$ cat src/rtl/vx_lru_table.sv
// vx_lru_table: per-set true-LRU replacement table (order stack + valid mask).
// Sets are initialised after reset; requests get a one-cycle response.
//
// Ports:
//   clk, reset            clock, synchronous active-high reset
//   req_valid/req_ready   request handshake (ready only after init sweep)
//   req_op                0=TOUCH 1=FILL 2=INVAL 3=FLUSH_SET
//   req_set, req_way      target set / way
//   rsp_valid             strobe, one cycle after acceptance
//   rsp_way, rsp_err      affected way (FILL: victim), TOUCH-invalid flag
//   set_full              all ways of req_set valid (current state)
module vx_lru_table #(
    parameter int NUM_SETS = 16,
    parameter int NUM_WAYS = 4,
    localparam int SET_SEL_W = $clog2(NUM_SETS),
    localparam int WAY_SEL_W = $clog2(NUM_WAYS)
) (
    input  logic                 clk,
    input  logic                 reset,
    input  logic                 req_valid,
    output logic                 req_ready,
    input  logic [1:0]           req_op,
    input  logic [SET_SEL_W-1:0] req_set,
    input  logic [WAY_SEL_W-1:0] req_way,
    output logic                 rsp_valid,
    output logic [WAY_SEL_W-1:0] rsp_way,
    output logic                 rsp_err,
    output logic                 set_full
);

    localparam logic [1:0] OP_TOUCH = 2'd0;
    localparam logic [1:0] OP_FILL  = 2'd1;
    localparam logic [1:0] OP_INVAL = 2'd2;
    localparam logic [1:0] OP_FLUSH = 2'd3;

    typedef logic [NUM_WAYS-1:0][WAY_SEL_W-1:0] order_t;
    typedef enum logic {INIT, READY} state_t;

    // slot 0 = LRU, slot NUM_WAYS-1 = MRU
    order_t              order_q [NUM_SETS];
    logic [NUM_WAYS-1:0] valid_q [NUM_SETS];

    state_t               state_q;
    state_t               state_nxt;
    logic [SET_SEL_W-1:0] init_cnt;
    logic                 init_wr;
    logic                 accept;

    order_t               ident;
    order_t               cur_order;
    logic [NUM_WAYS-1:0]  cur_valid;
    logic [WAY_SEL_W-1:0] victim;
    logic [WAY_SEL_W-1:0] tgt;
    logic [WAY_SEL_W-1:0] pos;
    order_t               mru_order;
    order_t               lru_order;

    order_t               nxt_order;
    logic [NUM_WAYS-1:0]  nxt_valid;
    logic [WAY_SEL_W-1:0] nxt_way;
    logic                 nxt_err;
    logic                 upd_en;

    // ---------------- FSM ----------------
    always_ff @(posedge clk) begin
        if (reset) begin
            state_q  <= INIT;
            init_cnt <= '0;
        end else begin
            state_q <= state_nxt;
            if (init_wr) init_cnt <= init_cnt + 1'b1;
        end
    end

    always_comb begin
        state_nxt = state_q;
        unique case (state_q)
            INIT:  if (init_cnt == SET_SEL_W'(NUM_SETS - 1)) state_nxt = READY;
            READY: state_nxt = READY;
        endcase
    end

    always_comb begin
        req_ready = (state_q == READY);
        init_wr   = (state_q == INIT) && !reset;
    end

    assign accept = req_valid && req_ready && !reset;

    // ---------------- set lookup ----------------
    always_comb begin
        for (int i = 0; i < NUM_WAYS; i++) ident[i] = WAY_SEL_W'(i);
    end

    assign cur_order = order_q[req_set];
    assign cur_valid = valid_q[req_set];
    assign set_full  = &cur_valid;

    // Scan from the top so the lowest-index invalid way wins.
    always_comb begin
        victim = cur_order[0];
        for (int i = NUM_WAYS - 1; i >= 0; i--) begin
            if (!cur_valid[i]) victim = WAY_SEL_W'(i);
        end
    end

    assign tgt = (req_op == OP_FILL) ? victim : req_way;

    always_comb begin
        pos = '0;
        for (int i = 0; i < NUM_WAYS; i++) begin
            if (cur_order[i] == tgt) pos = WAY_SEL_W'(i);
        end
    end

    // Promote tgt to MRU: entries above its old slot slide down.
    always_comb begin
        mru_order = cur_order;
        for (int i = 0; i < NUM_WAYS - 1; i++) begin
            if (WAY_SEL_W'(i) >= pos) mru_order[i] = cur_order[i+1];
        end
        mru_order[NUM_WAYS-1] = tgt;
    end

    // Demote tgt to LRU: entries below its old slot slide up.
    always_comb begin
        lru_order = cur_order;
        for (int i = 1; i < NUM_WAYS; i++) begin
            if (WAY_SEL_W'(i) <= pos) lru_order[i] = cur_order[i-1];
        end
        lru_order[0] = tgt;
    end

    always_comb begin
        nxt_order = cur_order;
        nxt_valid = cur_valid;
        nxt_way   = req_way;
        nxt_err   = 1'b0;
        upd_en    = 1'b1;
        unique case (req_op)
            OP_TOUCH: begin
                if (cur_valid[req_way]) begin
                    nxt_order = mru_order;
                end else begin
                    nxt_err = 1'b1;
                    upd_en  = 1'b0;
                end
            end
            OP_FILL: begin
                nxt_order         = mru_order;
                nxt_valid[victim] = 1'b1;
                nxt_way           = victim;
            end
            OP_INVAL: begin
                nxt_order          = lru_order;
                nxt_valid[req_way] = 1'b0;
            end
            OP_FLUSH: begin
                nxt_order = ident;
                nxt_valid = '0;
                nxt_way   = '0;
            end
        endcase
    end

    // ---------------- storage ----------------
    // Single write port: the init sweep and requests never overlap.
    always_ff @(posedge clk) begin
        if (init_wr) begin
            order_q[init_cnt] <= ident;
            valid_q[init_cnt] <= '0;
        end else if (accept && upd_en) begin
            order_q[req_set] <= nxt_order;
            valid_q[req_set] <= nxt_valid;
        end
    end

    // ---------------- response ----------------
    always_ff @(posedge clk) begin
        if (reset) begin
            rsp_valid <= 1'b0;
            rsp_way   <= '0;
            rsp_err   <= 1'b0;
        end else begin
            rsp_valid <= accept;
            if (accept) begin
                rsp_way <= nxt_way;
                rsp_err <= nxt_err;
            end else begin
                rsp_err <= 1'b0;
            end
        end
    end

endmodule

$ cat config.mk
export PLATFORM = sky130hd
export DESIGN_NAME = vx_lru_table
export DESIGN_NICKNAME = d
export VERILOG_FILES = /design/src/rtl/vx_lru_table.sv
export SDC_FILE = /design/constraint.sdc
export NUM_CORES = 1
export LEC_CHECK = 0
export ABC_AREA = 0
export CAP_MARGIN = 20
export CORE_ASPECT_RATIO = 1.4
export CORE_MARGIN = 3
export CORE_UTILIZATION = 54
export CTS_CLUSTER_SIZE = 8
export DETAILED_ROUTE_END_ITERATION = 8
export GPL_TIMING_DRIVEN = 0
export PLACE_DENSITY = 0.81
export RECOVER_POWER = 100
export SLEW_MARGIN = 10
export SYNTH_ARGS = -nofsm -noshare
export SYNTH_HDL_FRONTEND = slang
export SYNTH_SLANG_ARGS = --single-unit
export TNS_END_PERCENT = 20
$ cat constraint.sdc
create_clock -name clk -period 4.9 [get_ports clk]
set_input_delay 0.49 -clock clk [delete_from_list [all_inputs] [get_ports clk]]
set_output_delay 0.49 -clock clk [all_outputs]
set_load 0.02 [all_outputs]
==> metrics.md <==
| Metric | Value |
|---|---|
| CP delay by family, top | simple AND/OR/NAND/NOR gates |
| Comb pwr share | 0.062 |
| First-pass GRT wire length | 30030 µm |
| DP HPWL | 12480 µm |
| Vias in the first global route | 5025 |
| Main synth FF type | edfxtp_1 |
| Critical Path RT | 5.12 ns |
| Internal | 3.076 mW |
| Hold Buf Count CTS | 0 |
| Most used routing layer | met2 |
| Cell Pwr Density | 394.5 mW/mm² |
| Avg Inst Size Synth | 18.84 µm² |
| Routed Antenna Nets | 0 |
| CTS sink cnt | 201 |
| Critical path class | input port to flip-flop |
| Via-to-Cell Ratio | 6.629 |
| GRT Overall Usage | 0.2311 |
| Share of the synthesized area in the top cell type | 0.6801 |
| Post-synth EDFFs | 192 |
| Share of total power in the clock network | 0.455 |
| Final hold vios | 0 |
| DP Area | 0.009092 mm² |
| CP Launch Type | input port |
| Ranking of synthesized cells by area | edfxtp_1 (68%), mux4_2 (14%), dfxtp_1 (2.1%), nor2_1 (1.6%), buf_6 (0.80%) |
| Cell Area, Synth | 0.008477 mm² |
| CP Depth | 14 |
| Initial cell density of the core | 0.5582 |
| Largest net degree at the start of global routing | 17 |
| Crit path launch | req_set[3] |
| I/O pin count | 17 |
| Reg2reg setup slack | 0.60 ns |
| Fill count | 942 |
| Met3 Resource Use GR | 0.03875 |
| CTS tree | yes |
| Fraction of layout cells with a size suffix above 1 | 0.2673 |
| Cts bufs inserted | 29 |
| Multi-input gate area | 0.002396 mm² |
| Area growth syn-to-layout | 16.62% |
| DRT Wirelength | 20050 µm |
| RR Startpoint | valid_q[3][1] |
| Routed WL per cell | 27.58 µm |
| Met2 usage | 0.3899 |
| Clock root cell | clkbuf_16 |
| CP Capture Type | flip-flop |
| Via Count | 4819 |
| Seq pwr share | 0.483 |
| Fin crit period | 4.992 ns |
| Final setup margin | -0.09178 ns |
| Final #Nets | 525 |
| RSZ-0062 raised after global routing | yes |
| Clk slew on worst S/H paths | 0.05 ns |
| Pre-CTS setup slack | -0.8375 ns |
| Syn Nets | 462 |
| GPL Wtd Cong | 0.9042 |
| Async set-reset flop share out of synthesis | 0 |
| Most frequent CP cell | nor2_1 |
| # diodes | 0 |
| Psw | 823.4 µW |
| Die Wd | 111.9 µm |
| Number of synthesized register bits | 201 |
| Worst-path fanout max | 10 |
| Max VDD drop | 0.3363 mV |
| Post-Synthesis Cells | 450 |
| Crit path cell chain | clkdlybuf4s50_1, clkbuf_1, nor2_1, a22o_1, a221oi_4, inv_1, mux4_2, or3_1, and2_1, buf_6, nor3b_2, a21oi_2, nor2_1, buf_8 |
| I/O Buffers | 13 |
| Cell variety after synth | 57 |
| CTS HTree Levels | 1 |
| Die area | 0.01726 mm² |
| Status | finished with violations |
| Core area | 0.01519 mm² |
| Clk buf depth | 3 |
| Worst-Skew Late Latency | 0.52 ns |
| Met1 Use GR | 0.3007 |
| Max Slew Vio Count | 0 |
| Skew final | 0.01480 ns |
| Iter 0 DRT Violations | 632 |
| Yosys warns | 0 |
| Max Cap Viol | 0 |
| Rel. slew slack | 0.3374 |
| Seq. cell area | 0.005946 mm² |
| Setup crit end | valid_q[4][3] |
| Period utilization | 1.019 |
| Crit-path max cell delay | 0.62 ns |
| TritonRoute pass-1 iters | 6 |
| Post-route DRC | 0 |
| RR Endpoint | valid_q[4][3] |
| FP Rows | 53 |
| Height of the die | 154.2 µm |
| Area leader, netlist | edfxtp_1 |
| Final instance area | 0.009886 mm² |
| Initial antenna violation count | 0 |
| Final setup vio count | 95 |
| Critical path buffers and inverters | 5 |
| Critical Path Slowest Stage Cell | nor2_1 |
| Setup TNS | -3.337 ns |
| Global route total overflow | 0 |
| LEAKAGE | 3.400 nW |
| Sequential share of the synthesized area | 0.7014 |
| Worst-Margin Slew | 0.9940 ns |
| Max Clk Rate | 0.2003 GHz |
| Worst Hold Class | flip-flop to flip-flop |
| Critical path arrival | 5.21 ns |
| Failing checks | setup timing |
| Reg2Reg Depth | 12 |
| Switching share of power | 0.2112 |
worst register-to-register path, stage by stage, from the launching register on:
cell	delay (ns)
edfxtp_1	0.37
mux4_2	0.48
a22o_1	0.26
a221oi_4	0.37
inv_1	0.14
mux4_2	0.51
or3_1	0.37
and2_1	0.19
buf_6	0.13
nor3b_2	0.21
a21oi_2	0.10
nor2_1	0.62
buf_8	0.25
stage by stage:
stage / util / cells / hold WS [ns] / power [mW]
floorplan: - / 450 / 0.5102 / 2.081
global placement: 0.5826 / 655 / 0.4799 / 2.132
detailed placement: 0.5987 / 670 / 0.5200 / 2.154
CTS: 0.6563 / 724 / 0.5318 / 3.920
global route: 0.6510 / 727 / 0.5356 / 4.025
finish: 0.6510 / 727 / 0.5342 / 3.900
kinds of logic after synthesis:
group                      share of synthesized area
DFF                                           0.7014
AOI/OAI and AO/OA                            0.06229
buffers and inverters                        0.02347
xor gates and xnor gates                    0.008119
and+or+nand+nor                              0.04561
muxes                                         0.1576
adders and majority gates                   0.001476
flip-flops by register name, indices dropped and copies added (netlist names):
signal and flops:
init_cnt 4, order_q 128, req_ready 1, rsp_err 1
rsp_valid 1, rsp_way 2, valid_q 64
layout make-up:
| class | count | area share |
|---|---|---|
| Buffer | 23 | 0.01645 |
| Sequential cell | 201 | 0.6014 |
| Multi-Input combinational cell | 216 | 0.2424 |
| Tap cell | 192 | 0.02430 |
| Inverter | 10 | 0.003924 |
| Clock inverter | 2 | 0.001772 |
| Timing Repair Buffer | 32 | 0.02797 |
| Clock buffer | 51 | 0.08176 |
synth_stat cells, types with 5 or more instances:
master and n:
nor2_1 36, dfxtp_1 9, a22o_1 5, buf_6 6
buf_2 7, o21ai_0 12, nand2_1 11, clkbuf_1 8
mux4_2 54, nor3_1 6, xnor2_1 5, inv_1 8
edfxtp_1 192, nor2b_1 5, a21oi_1 13
power by group through the flow:
stage                     Combinational [mW]  Sequential, mW  Clock [mW]
after floorplan                        0.167            1.91           0
after global placement                 0.216            1.92           0
after detailed placement               0.237            1.92           0
after CTS                              0.243            1.88        1.79
after global routing                   0.252            1.88        1.89
final                                  0.242            1.89        1.77
repair_timing:
item,4_1_cts,5_1_grt
buffers inserted,1,0
endpoints found under the setup margin,60,116
gates resized for setup,4,4
endpoints found under the hold margin,0,0
pin swaps,1,0
worst min path at each step:
stage / cells past startpoint / slack (ns) / endpoint / from
after floorplan: 2 / 0.51 / init_cnt[3] / init_cnt[3]
after global placement: 2 / 0.48 / rsp_way[0] / rsp_way[0]
after detailed placement: 2 / 0.52 / rsp_way[1] / rsp_way[1]
after CTS: 2 / 0.53 / rsp_way[1] / rsp_way[1]
after global routing: 2 / 0.54 / rsp_way[1] / rsp_way[1]
final: 2 / 0.53 / rsp_way[1] / rsp_way[1]
layout by cell type, fill, tap and decap left out, types with 6 or more instances in the layout:
master           instances
edfxtp_1               192
mux4_2                  54
clkbuf_1                35
clkbuf_16               29
nor2_1                  26
a21oi_1                 14
o21ai_0                 12
nand2_1                 11
nor2_2                   9
dfxtp_1                  9
inv_1                    8
buf_2                    7
dlygate4sd3_1            7
buf_6                    6
xnor2_1                  6
nor3_1                   6
clkdlybuf4s50_1          6
layer usage:
| metal | wire (µm) | vias to the layer above | part of all wire |
|---|---|---|---|
| met5 | 0 | - | 0 |
| met4 | 915 | 0 | 0.046 |
| met3 | 1727 | 79 | 0.086 |
| met2 | 10200 | 310 | 0.51 |
| met1 | 7211 | 2443 | 0.36 |
| li1 | - | 1987 | - |
Note: power is estimated with default switching activity, not from simulation.
